### config.mk
export PLATFORM = sky130hd
export DESIGN_NAME = memory_arbiter_flat
export DESIGN_NICKNAME = d
export VERILOG_FILES = /design/src/rtl/memory_arbiter_pkg.sv /design/src/rtl/memory_arbiter_if.sv /design/src/rtl/memory_arbiter_rr.sv /design/src/rtl/memory_arbiter.sv /design/src/flat_wrapper.sv
export SDC_FILE = /design/constraint.sdc
export NUM_CORES = 1
export LEC_CHECK = 0
export ABC_AREA = 0
export CORE_AREA = 2 2 285 287
export CTS_CLUSTER_DIAMETER = 40
export CTS_CLUSTER_SIZE = 28
export DETAILED_ROUTE_END_ITERATION = 7
export DIE_AREA = 0 0 287 289
export GPL_ROUTABILITY_DRIVEN = 0
export PLACE_DENSITY_LB_ADDON = 0.3
export SYNTH_ARGS = -nofsm -noshare
export SYNTH_HDL_FRONTEND = slang
export SYNTH_SLANG_ARGS = --single-unit
### constraint.sdc
create_clock -name CLK -period 2 [get_ports CLK]
set_input_delay 0.5 -clock CLK [delete_from_list [all_inputs] [get_ports CLK]]
set_output_delay 0.5 -clock CLK [all_outputs]
set_load 0.03 [all_outputs]
### src/rtl/memory_arbiter_pkg.sv
// Shared types for the two-port block-memory arbiter: FSM states, owner
// encoding and default bus widths.
package memory_arbiter_pkg;

    localparam int ADDR_WIDTH_DEF  = 28;
    localparam int BLOCK_WIDTH_DEF = 128;

    typedef enum logic [1:0] {
        ST_IDLE    = 2'd0,
        ST_ISSUE   = 2'd1,
        ST_WAIT    = 2'd2,
        ST_RELEASE = 2'd3
    } arb_state_e;

    typedef enum logic {
        OWN_INST = 1'b0,
        OWN_DATA = 1'b1
    } owner_e;

    function automatic owner_e other_side(input owner_e o);
        return (o == OWN_INST) ? OWN_DATA : OWN_INST;
    endfunction

endpackage

### src/rtl/memory_arbiter_if.sv
// Cache-side and memory-side block handshakes of the arbiter; the arbiter
// uses the slave view, caches and memory (or a bench) the master view.
interface memory_arbiter_if
    import memory_arbiter_pkg::*;
#(
    parameter int ADDR_WIDTH  = ADDR_WIDTH_DEF,
    parameter int BLOCK_WIDTH = BLOCK_WIDTH_DEF
);
    logic                   INST_MEM_READ;
    logic [ADDR_WIDTH-1:0]  INST_MEM_ADDRESS;
    logic [BLOCK_WIDTH-1:0] INST_MEM_READDATA;
    logic                   INST_MEM_BUSYWAIT;

    logic                   DATA_MEM_READ;
    logic                   DATA_MEM_WRITE;
    logic [ADDR_WIDTH-1:0]  DATA_MEM_ADDRESS;
    logic [BLOCK_WIDTH-1:0] DATA_MEM_WRITEDATA;
    logic [BLOCK_WIDTH-1:0] DATA_MEM_READDATA;
    logic                   DATA_MEM_BUSYWAIT;

    logic                   MEM_READ;
    logic                   MEM_WRITE;
    logic [ADDR_WIDTH-1:0]  MEM_ADDRESS;
    logic [BLOCK_WIDTH-1:0] MEM_WRITEDATA;
    logic [BLOCK_WIDTH-1:0] MEM_READDATA;
    logic                   MEM_BUSYWAIT;

    modport slave (
        input  INST_MEM_READ, INST_MEM_ADDRESS,
        output INST_MEM_READDATA, INST_MEM_BUSYWAIT,
        input  DATA_MEM_READ, DATA_MEM_WRITE, DATA_MEM_ADDRESS, DATA_MEM_WRITEDATA,
        output DATA_MEM_READDATA, DATA_MEM_BUSYWAIT,
        output MEM_READ, MEM_WRITE, MEM_ADDRESS, MEM_WRITEDATA,
        input  MEM_READDATA, MEM_BUSYWAIT
    );

    modport master (
        output INST_MEM_READ, INST_MEM_ADDRESS,
        input  INST_MEM_READDATA, INST_MEM_BUSYWAIT,
        output DATA_MEM_READ, DATA_MEM_WRITE, DATA_MEM_ADDRESS, DATA_MEM_WRITEDATA,
        input  DATA_MEM_READDATA, DATA_MEM_BUSYWAIT,
        input  MEM_READ, MEM_WRITE, MEM_ADDRESS, MEM_WRITEDATA,
        output MEM_READDATA, MEM_BUSYWAIT
    );

endinterface

### src/rtl/memory_arbiter_rr.sv
// Combinational two-way round-robin grant: a lone requester wins outright,
// a tie goes to the side that was not served last.
module memory_arbiter_rr
    import memory_arbiter_pkg::*;
(
    input  logic   req_inst_i,
    input  logic   req_data_i,
    input  owner_e last_i,
    output logic   gnt_vld_o,
    output owner_e gnt_owner_o
);

    always_comb begin
        gnt_vld_o   = req_inst_i | req_data_i;
        gnt_owner_o = OWN_INST;
        if (req_inst_i && req_data_i) begin
            gnt_owner_o = other_side(last_i);
        end else if (req_data_i) begin
            gnt_owner_o = OWN_DATA;
        end
    end

endmodule

### src/rtl/memory_arbiter.sv
// Serialises instruction-cache reads and data-cache reads/write-backs onto one
// unified block memory, giving each cache its usual busywait handshake.
module memory_arbiter
    import memory_arbiter_pkg::*;
#(
    parameter int ADDR_WIDTH  = ADDR_WIDTH_DEF,
    parameter int BLOCK_WIDTH = BLOCK_WIDTH_DEF
)(
    input  logic             CLK,
    input  logic             RESET,
    memory_arbiter_if.slave  bus
);

    arb_state_e             state_q;
    owner_e                 owner_q;
    owner_e                 last_q;
    logic                   mem_read_q;
    logic                   mem_write_q;
    logic [ADDR_WIDTH-1:0]  mem_addr_q;
    logic [BLOCK_WIDTH-1:0] mem_wdata_q;
    logic [BLOCK_WIDTH-1:0] inst_rdata_q;
    logic [BLOCK_WIDTH-1:0] data_rdata_q;

    logic   inst_req;
    logic   data_req;
    logic   gnt_vld_d;
    owner_e gnt_owner_d;
    logic   release_inst;
    logic   release_data;

    assign inst_req = bus.INST_MEM_READ;
    assign data_req = bus.DATA_MEM_READ | bus.DATA_MEM_WRITE;

    memory_arbiter_rr u_rr (
        .req_inst_i  (inst_req),
        .req_data_i  (data_req),
        .last_i      (last_q),
        .gnt_vld_o   (gnt_vld_d),
        .gnt_owner_o (gnt_owner_d)
    );

    always_ff @(posedge CLK) begin
        if (RESET) begin
            state_q      <= ST_IDLE;
            owner_q      <= OWN_INST;
            last_q       <= OWN_INST;
            mem_read_q   <= 1'b0;
            mem_write_q  <= 1'b0;
            mem_addr_q   <= '0;
            mem_wdata_q  <= '0;
            inst_rdata_q <= '0;
            data_rdata_q <= '0;
        end else begin
            case (state_q)
                ST_IDLE: begin
                    if (gnt_vld_d) begin
                        owner_q <= gnt_owner_d;
                        state_q <= ST_ISSUE;
                        if (gnt_owner_d == OWN_DATA) begin
                            // A simultaneous read and write from the data side is a write.
                            mem_addr_q  <= bus.DATA_MEM_ADDRESS;
                            mem_wdata_q <= bus.DATA_MEM_WRITEDATA;
                            mem_write_q <= bus.DATA_MEM_WRITE;
                            mem_read_q  <= ~bus.DATA_MEM_WRITE;
                        end else begin
                            mem_addr_q  <= bus.INST_MEM_ADDRESS;
                            mem_write_q <= 1'b0;
                            mem_read_q  <= 1'b1;
                        end
                    end
                end
                ST_ISSUE: state_q <= ST_WAIT;
                ST_WAIT: begin
                    if (!bus.MEM_BUSYWAIT) begin
                        if (mem_read_q) begin
                            if (owner_q == OWN_DATA) data_rdata_q <= bus.MEM_READDATA;
                            else                     inst_rdata_q <= bus.MEM_READDATA;
                        end
                        mem_read_q  <= 1'b0;
                        mem_write_q <= 1'b0;
                        last_q      <= owner_q;
                        state_q     <= ST_RELEASE;
                    end
                end
                ST_RELEASE: state_q <= ST_IDLE;
                default:    state_q <= ST_IDLE;
            endcase
        end
    end

    // Busywait is combinational so a cache stalls in the very cycle it requests.
    assign release_inst = (state_q == ST_RELEASE) && (owner_q == OWN_INST);
    assign release_data = (state_q == ST_RELEASE) && (owner_q == OWN_DATA);

    assign bus.INST_MEM_BUSYWAIT = inst_req & ~release_inst;
    assign bus.DATA_MEM_BUSYWAIT = data_req & ~release_data;
    assign bus.INST_MEM_READDATA = inst_rdata_q;
    assign bus.DATA_MEM_READDATA = data_rdata_q;
    assign bus.MEM_READ          = mem_read_q;
    assign bus.MEM_WRITE         = mem_write_q;
    assign bus.MEM_ADDRESS       = mem_addr_q;
    assign bus.MEM_WRITEDATA     = mem_wdata_q;

endmodule

### src/flat_wrapper.sv
// flat-port wrapper written by rule: the top's interface ports become plain ports
module memory_arbiter_flat import memory_arbiter_pkg::*;
#(
    parameter int ADDR_WIDTH  = ADDR_WIDTH_DEF,
    parameter int BLOCK_WIDTH = BLOCK_WIDTH_DEF
)
  (CLK, RESET, bus_INST_MEM_READ, bus_INST_MEM_ADDRESS, bus_INST_MEM_READDATA, bus_INST_MEM_BUSYWAIT, bus_DATA_MEM_READ, bus_DATA_MEM_WRITE, bus_DATA_MEM_ADDRESS, bus_DATA_MEM_WRITEDATA, bus_DATA_MEM_READDATA, bus_DATA_MEM_BUSYWAIT, bus_MEM_READ, bus_MEM_WRITE, bus_MEM_ADDRESS, bus_MEM_WRITEDATA, bus_MEM_READDATA, bus_MEM_BUSYWAIT);
  memory_arbiter_if #(.ADDR_WIDTH(ADDR_WIDTH), .BLOCK_WIDTH(BLOCK_WIDTH)) bus_i ();
  input  logic CLK;
  input  logic RESET;
  input wire logic [$bits(bus_i.INST_MEM_READ)-1:0] bus_INST_MEM_READ;
  input wire logic [$bits(bus_i.INST_MEM_ADDRESS)-1:0] bus_INST_MEM_ADDRESS;
  output wire logic [$bits(bus_i.INST_MEM_READDATA)-1:0] bus_INST_MEM_READDATA;
  output wire logic [$bits(bus_i.INST_MEM_BUSYWAIT)-1:0] bus_INST_MEM_BUSYWAIT;
  input wire logic [$bits(bus_i.DATA_MEM_READ)-1:0] bus_DATA_MEM_READ;
  input wire logic [$bits(bus_i.DATA_MEM_WRITE)-1:0] bus_DATA_MEM_WRITE;
  input wire logic [$bits(bus_i.DATA_MEM_ADDRESS)-1:0] bus_DATA_MEM_ADDRESS;
  input wire logic [$bits(bus_i.DATA_MEM_WRITEDATA)-1:0] bus_DATA_MEM_WRITEDATA;
  output wire logic [$bits(bus_i.DATA_MEM_READDATA)-1:0] bus_DATA_MEM_READDATA;
  output wire logic [$bits(bus_i.DATA_MEM_BUSYWAIT)-1:0] bus_DATA_MEM_BUSYWAIT;
  output wire logic [$bits(bus_i.MEM_READ)-1:0] bus_MEM_READ;
  output wire logic [$bits(bus_i.MEM_WRITE)-1:0] bus_MEM_WRITE;
  output wire logic [$bits(bus_i.MEM_ADDRESS)-1:0] bus_MEM_ADDRESS;
  output wire logic [$bits(bus_i.MEM_WRITEDATA)-1:0] bus_MEM_WRITEDATA;
  input wire logic [$bits(bus_i.MEM_READDATA)-1:0] bus_MEM_READDATA;
  input wire logic [$bits(bus_i.MEM_BUSYWAIT)-1:0] bus_MEM_BUSYWAIT;
  assign bus_i.INST_MEM_READ = bus_INST_MEM_READ;
  assign bus_i.INST_MEM_ADDRESS = bus_INST_MEM_ADDRESS;
  assign bus_INST_MEM_READDATA = bus_i.INST_MEM_READDATA;
  assign bus_INST_MEM_BUSYWAIT = bus_i.INST_MEM_BUSYWAIT;
  assign bus_i.DATA_MEM_READ = bus_DATA_MEM_READ;
  assign bus_i.DATA_MEM_WRITE = bus_DATA_MEM_WRITE;
  assign bus_i.DATA_MEM_ADDRESS = bus_DATA_MEM_ADDRESS;
  assign bus_i.DATA_MEM_WRITEDATA = bus_DATA_MEM_WRITEDATA;
  assign bus_DATA_MEM_READDATA = bus_i.DATA_MEM_READDATA;
  assign bus_DATA_MEM_BUSYWAIT = bus_i.DATA_MEM_BUSYWAIT;
  assign bus_MEM_READ = bus_i.MEM_READ;
  assign bus_MEM_WRITE = bus_i.MEM_WRITE;
  assign bus_MEM_ADDRESS = bus_i.MEM_ADDRESS;
  assign bus_MEM_WRITEDATA = bus_i.MEM_WRITEDATA;
  assign bus_i.MEM_READDATA = bus_MEM_READDATA;
  assign bus_i.MEM_BUSYWAIT = bus_MEM_BUSYWAIT;
  memory_arbiter #(.ADDR_WIDTH(ADDR_WIDTH), .BLOCK_WIDTH(BLOCK_WIDTH)) u_core (.CLK(CLK), .RESET(RESET), .bus(bus_i));
endmodule
==> results.md, run 1 <==
- CTS Buffer Depth: 3
- Post-synth EDFFs: 0
- Sw frac: 32.6%
- Slowest cell on crit path: dfxtp_4
- Post-route ant nets: 0
- Row cnt: 104
- Via count: 16.1k
- Vias per cell: 4.27
- Layout Skew: ~21 ps
- Placed Area: 24300 sq um
- Hold path endpoint: u_core.bus.MEM_WRITEDATA[74]$_SDFFE_PP0P_
- Crit path max-delay family: flip-flops
- Port Buf Inserts: 733
- Antenna Diode Count: 0
- Core ar.: approximately 80000 sq um
- CTS buffer count: 80
- CP Cell Sequence: ha_4, a21oi_4, buf_6, buf_12
- Arrival time at the worst endpoint: 1530 ps
- Outcome: complete, but fails checks
- Flop-to-flop setup slack: 190 ps
- Crit share post-route: 101%
- Clock Power Share: approximately 45%
- Crit path largest cell delay: 350 ps
- Initial Utilization: approximately a fifth
- Relative slew slack: 65.0%
- Area share of fa/ha/maj cells after synthesis: 0.249%
- Syn Inst Count: 1890
- H-tree depth: 3
- DIE HEIGHT: 289 um
- Die Span X: 287 um
- Total gr overflow: 0
- Residual DRC: 0
- Setup ws final: -25.7 ps
- Worst path depth: 4
- Largest net degree at the start of global routing: 88
- Fmax: around 490 MHz
- RSZ-0062 raised after global routing: yes
- Post-route cell area: 26700 sq um
- Max Cap Viol: 0
- Synth unique cells: 33
- First-pass GRT wire length: 99700 um
- LEAKAGE: around 11 nW
- CTS tree: built
- Drt first pass iters: 5
- IO Count: 734
- Failing checks: setup timing
- Layout Area Growth over Synthesis: 77.4%
- Sequential Power Share: a little under a third
- GRT Total Usage: 15.8%
- Area leader, netlist: dfxtp_1
- Async SR Flop Fraction: 0%
- Hold WC Path Type: input port to flop
- Util after Layout: 33.5%
- Slew Viols, Final: 0
- Post-cts hold buffer count: 0
- Element type at the critical path end: output pin
- Top cells by area, synth: dfxtp_1, nand2_1, a21oi_1, o21ai_0, nand3_1
- Sequential area share after synthesis: 55.5%
- Setup TNS Final: -25.7 ps
- Post-Synth Simple-Gate Area: roughly 20%
- Crit path required time: approximately 1500 ps
- FF-to-FF Start: u_core.state_q[0]$_SDFFE_PP0P_
- Die area: 82900 sq um
- Crit path kind: flop to output pin
- Syn. warnings: 0
- CP Launch Type: flop
- Hold_sp: RESET
- Worst-Skew Late Latency: ~610 ps
- Routed WL: 69100 um
- Compound-Gate Fraction of Synth Area: between 10% and 20%
- Int Power: 0.0214 W
- Post-synthesis xor/xnor area fraction: 0%
- Clock slew seen by the registers of the worst setup and hold paths: 50 ps
- Combinational family with the most area after synthesis: simple AND/OR/NAND/NOR gates
- Main flop type after synthesis: dfxtp_1
- Maximum vdd drop: 0.739 mV
- Yosys top cell area share: between 50 and 60%
- #FFs+latches synth: 418
- Share of layout cells above drive strength 1: between 10% and 20%
- Actual slew at the worst max-slew pin: 526 ps
- Tmin final: 2030 ps
- Hold Path Stages: 2
- Comb power frac: between 20% and 30%
- R2r worst-path depth: 7
- Final Total Pwr: about 0.032 W
- Reg2reg end: u_core.bus.DATA_MEM_READDATA[59]$_SDFFE_PP0P_
- Power Density: roughly 1200 nW/um^2
- Clock sinks: roughly 420
- Final #Nets: 2966
- Sw Pwr: 0.0104 W
- Initial antenna violation count: 14
- Critical-path maximum fanout: 4
- Final setup violation count: 1
- Syn_nets: 2211
- DP Worst Slack: -220 ps
- DRT iter0 DRCs: 676
- Final routed wire length divided by cell count: 18.4 um
- Post-detail-place hpwl: 51200 um
- CTS root buffer: clkbuf_16
- Final Hold Viols: 0
- Mux cell area share after synthesis: less than 1%
- Mapped Area: 15100 sq um
- Mean Syn Cell Area: 7.97 sq um
- Crit path buf inv count: 2
- Vias in the first global route: 15.7k
[worst max path at each step]
stage / startpoint / endpoint
after floorplan: u_core.state_q[0]$_SDFFE_PP0P_ / bus_INST_MEM_BUSYWAIT
after global placement: bus_DATA_MEM_WRITE / bus_DATA_MEM_BUSYWAIT
after detailed placement: bus_DATA_MEM_READ / bus_DATA_MEM_BUSYWAIT
after CTS: u_core.state_q[1]$_SDFFE_PP0P_ / bus_DATA_MEM_BUSYWAIT
after global routing: u_core.state_q[1]$_SDFFE_PP0P_ / bus_DATA_MEM_BUSYWAIT
final: u_core.state_q[1]$_SDFFE_PP0P_ / bus_DATA_MEM_BUSYWAIT
[metal layers]
layer	track usage, %	share of wire (%)	vias to the layer above
met5	0	0.13	-
met4	6.61	3.6	14
met3	6.81	11	130
met2	26.8	48	623
met1	17.2	38	7430
li1	-	-	7880
[cell usage after synthesis (all sizes together), types with 2 or more instances]
master,n
clkbuf,100
o31ai,2
o21ai,130
buf,70
nor2,31
inv,4
a311oi,28
nand2,568
a21oi,389
a21boi,2
dfxtp,418
nand3,128
ha,3
[registers in the layout, summed over array words and instances, names as in the netlist]
name and cells:
u_core.bus.DATA_MEM_READDATA 128, u_core.bus.INST_MEM_READDATA 128, u_core.bus.MEM_WRITEDATA 128, u_core.bus.MEM_ADDRESS 28
u_core.state_q 2, u_core.bus.MEM_READ 1, u_core.bus.MEM_WRITE 1, u_core.last_q 1
u_core.owner_q 1
[what timing repair did]
action                                  in CTS  in global routing
pin swaps                                    1                  0
buffers inserted                             2                  0
endpoints found under the setup margin     409                  4
resized for setup                          436                  3
[kinds of logic (layout without fill, tap and decap cells)]
family / count (synthesis) / count (layout)
multiplexers: 1 / 1
adder cells (fa/ha/maj): 3 / 3
flip-flops: 418 / 418
AO/OA/AOI/OAI: 555 / 555
AND/OR/NAND/NOR: 739 / 739
buffers and inverters: 174 / 989
[through the flow]
step                      instances  hold WS [ps]
final                          3765           331
after global routing           3765           327
after CTS                      3765           301
after detailed placement       3622           446
after global placement         3622           441
after floorplan                1890           471
[cell type report]
type / count / area [sq um]
repair buffers: 843 / 8110
multi-input cells: 1298 / 6060
fillers: 8584 / 53200
clock buffers: 92 / 2150
flip-flops and latches: 418 / 8380
well taps: 1060 / 1330
inverters: 4 / 17.5
clock inverters: 50 / 698
[cells in the final DEF (no fill, tap or decap), drive strengths merged, types with 2 or more instances in the layout]
cell type      instances
nand2                568
dfxtp                418
dlygate4sd2          395
a21oi                389
clkdlybuf4s50        315
o21ai                130
nand3                128
buf                  121
clkbuf                93
nor2                  31
a311oi                28
clkinv                19
bufinv                13
clkinvlp              12
clkdlybuf4s15         11
inv                   10
ha                     3
o31ai                  2
a21boi                 2
[power groups by stage]
| stage | registers (W) | clock network, W | logic, W |
|---|---|---|---|
| 5_1_grt | 0.00986 | 0.0150 | 0.00848 |
| 3_3_place_gp | 0.00991 | 0 | 0.00857 |
| 3_5_place_dp | 0.00993 | 0 | 0.00856 |
| 4_1_cts | 0.00977 | 0.0145 | 0.00803 |
| 2_1_floorplan | 0.0116 | 0 | 0.00275 |
| 6_report | 0.00975 | 0.0142 | 0.00789 |
(Power assumes the default switching activity.)
==> run 2, diff against run 1 <==
--- a/config.mk
+++ b/config.mk
@@ -8,7 +8,7 @@
 export ABC_AREA = 0
 export CORE_AREA = 2 2 285 287
 export CTS_CLUSTER_DIAMETER = 40
-export CTS_CLUSTER_SIZE = 28
+export CTS_CLUSTER_SIZE = 24
 export DETAILED_ROUTE_END_ITERATION = 7
 export DIE_AREA = 0 0 287 289
 export GPL_ROUTABILITY_DRIVEN = 0
==> results of run 2 <==
No change in the layout: final DEF, timing and power equal those of run 1.
==> run 3, diff against run 2 <==
--- a/config.mk
+++ b/config.mk
@@ -12,6 +12,7 @@
 export DETAILED_ROUTE_END_ITERATION = 7
 export DIE_AREA = 0 0 287 289
 export GPL_ROUTABILITY_DRIVEN = 0
+export GPL_TIMING_DRIVEN = 0
 export PLACE_DENSITY_LB_ADDON = 0.3
 export SYNTH_ARGS = -nofsm -noshare
 export SYNTH_HDL_FRONTEND = slang
==> run 3 against run 2 <==
The run now ends clean. Non-clock buffer count increased by 59. Sequential power up 0.4%. Critical path depth shrank 3. Worst setup slack better by 72 ps. Worst hold slack improved by 99 ps. Utilization decreased by 0.45 points. Global-route usage rose by 2.3 points. Combinational power rose by 0.5%. Die area stayed put. Clock skew rose by 32 ps.
==> results.md, run 3 (synthesized netlist as in run 1, its figures left out) <==
- Clock slew seen by the registers of the worst setup and hold paths: 50 ps
- Commonest non-fill, non-tap cells in the layout: nand2_1, dfxtp_1, a21oi_1, dlygate4sd2_1, clkdlybuf4s50_1
- Largest net degree at the start of global routing: 14
- Worst-Skew Late Latency: 630 ps
- Final setup violation count: 0
- Crit path max-delay family: flip-flops
- Outcome: finished, final reports clean
- WL met1: 29100 um
- CTS Buffer Depth: 3
- Commonest non-fill, non-tap cell in the layout: nand2_1
- Crit path buf inv count: 1
- Relative slew slack: 25.5%
- Port Buf Inserts: ~730
- Final routed wire length divided by cell count: ~20 um
- IO Count: around 730
- Row cnt: 104
- LEAKAGE: 11.1 nW
- Arrival time at the worst endpoint: between 1000 and 1500 ps
- Core ar.: 79900 sq um
- Residual DRC: 0
- Hold WC Path Type: input port to flop
- Crit path required time: around 1500 ps
- Tmin final: 1950 ps
- Via count: 16.6k
- Routed wire length on met2: 39300 um
- Post-detail-place hpwl: slightly above 60000 um
- Element type at the critical path end: output pin
- Slowest cell on crit path: dfxtp_1
- CTS tree: built
- GRT Total Usage: between 10% and 20%
- Vias per cell: between 4 and 5
- DRT iter0 DRCs: 677
- Share of layout cells above drive strength 1: 9.76%
- Multi-input gate area: approximately 6000 sq um
- Post-route cell area: 26400 sq um
- Crit path kind: flop to output pin
- First-pass GRT wire length: about 110000 um
- Total area of sequential cells: between 8000 and 9000 sq um
- Power Density: 1230 nW/um^2
- Initial Utilization: 18.9%
- Final #Nets: 3029
- Maximum vdd drop: 0.795 mV
- Fill cells: 8658
- Placed Area: 23700 sq um
- H-tree depth: 3
- Post-cts hold buffer count: 0
- Crit share post-route: 97.7%
- Layout Area Growth over Synthesis: 75.0%
- CTS buffer count: 84
- Layout Skew: 52.8 ps
- Crit path largest cell delay: 440 ps
- Metal3 WL: 7700 um
- Post-CTS Setup Bufs: 0
- Die area: 82900 sq um
- CP Cell Sequence: clkdlybuf4s15_1
- Critical-path maximum fanout: 2
- Top Layer Used: met5
- Drt first pass iters: 8
- CTS root buffer: clkbuf_16
- DIE HEIGHT: 289 um
- Clock sinks: 418
- Max Cap Viol: 0
- Die Span X: 287 um
- Util after Layout: 33.0%
- Vias in the first global route: 16.6k
- RSZ-0062 raised after global routing: yes
- CP Launch Type: flop
- Initial antenna violation count: 18
- Routed WL: 78500 um
- Post-route ant nets: 0
- Slew Viols, Final: 0
- Total gr overflow: 0
- Fmax: 512 MHz
- Actual slew at the worst max-slew pin: around 1100 ps
- Final Hold Viols: 0
[run 3: changes by cell type in the layout (fill, tap and decap cells not counted), moves of 4 or more]
cell,before,now
dlygate4sd2_1,395,387
buf_12,36,0
clkbuf_4,0,7
diode_2,0,4
clkbuf_1,3,78
clkdlybuf4s15_1,8,17
clkbuf_2,1,36
buf_4,81,9
buf_2,0,51
clkdlybuf4s15_2,3,8
[run 3: final timing paths]
path | from | endpoint | slack (ps) | depth (start not counted)
max | u_core.bus.MEM_WRITEDATA[39]$_SDFFE_PP0P_ | bus_MEM_WRITEDATA[39] | 50 | 1
min | bus_DATA_MEM_WRITEDATA[105] | u_core.bus.MEM_WRITEDATA[105]$_SDFFE_PP0P_ | 430 | 3
max reg2reg | u_core.state_q[0]$_SDFFE_PP0P_ | u_core.bus.MEM_WRITEDATA[14]$_SDFFE_PP0P_ | 110 | 6
min reg2reg | u_core.bus.DATA_MEM_READDATA[73]$_SDFFE_PP0P_ | u_core.bus.DATA_MEM_READDATA[73]$_SDFFE_PP0P_ | 450 | 2
[run 3: report_power, final]
| group | leakage [nW] | internal, W | switching (W) |
|---|---|---|---|
| Clock | 1.43 | 0.00982 | 0.00498 |
| Sequential | 3.40 | 0.00928 | 0.000509 |
| Combinational | 6.23 | 0.00259 | 0.00534 |
| Total | 11.1 | 0.0217 | 0.0108 |
[run 3: per-layer routing]
layer / track usage (%) / vias to the layer above
met1: 19.0 / 7720
met5: 0 / -
met2: 32.7 / 658
li1: - / 8040
met4: 6.05 / 24
met3: 7.31 / 130
[run 3: final cells by class]
type / count / area share (%)
Multi-Input combinational cell: 1298 / 22.8
Timing Repair Buffer: 732 / 25.9
Inverter: 4 / 0.0569
Clock inverter: 49 / 2.72
Buffer: 170 / 3.09
Sequential cell: 418 / 31.8
Tap cell: 1060 / 5.03
Clock buffer: 105 / 8.65
Antenna cell: 4 / 0.0380
[run 3: worst register-to-register path: cells and delay by family, from the launching register on]
| family | cells | cell delay [ps] |
|---|---|---|
| buffers and inverters | 3 | 870 |
| AND/OR/NAND/NOR | 1 | 190 |
| flip-flops | 1 | 340 |
| adder cells (fa/ha/maj) | 1 | 260 |
| AO/OA/AOI/OAI | 1 | 150 |
[run 3: what timing repair did]
item                       CTS  global route
setup endpoints to repair  764           137
gates resized for setup    508            51
hold endpoints to repair     0             0
pin swaps                    1             0
[run 3: per-stage QoR]
| stage | power, W | setup slack (ps) | hold slack, ps | TNS, ps | std cells |
|---|---|---|---|---|---|
| 6_report | 0.0325 | 46.5 | 431 | 0 | 3840 |
| 5_1_grt | 0.0340 | -21.3 | 413 | -41.9 | 3837 |
| 4_1_cts | 0.0328 | -49.3 | 387 | -53.5 | 3836 |
| 3_5_place_dp | 0.0184 | -1120 | 445 | -238100 | 3682 |
| 3_3_place_gp | 0.0184 | -1100 | 441 | -237460 | 3682 |
| 2_1_floorplan | 0.0143 | 277 | 471 | 0 | 1890 |
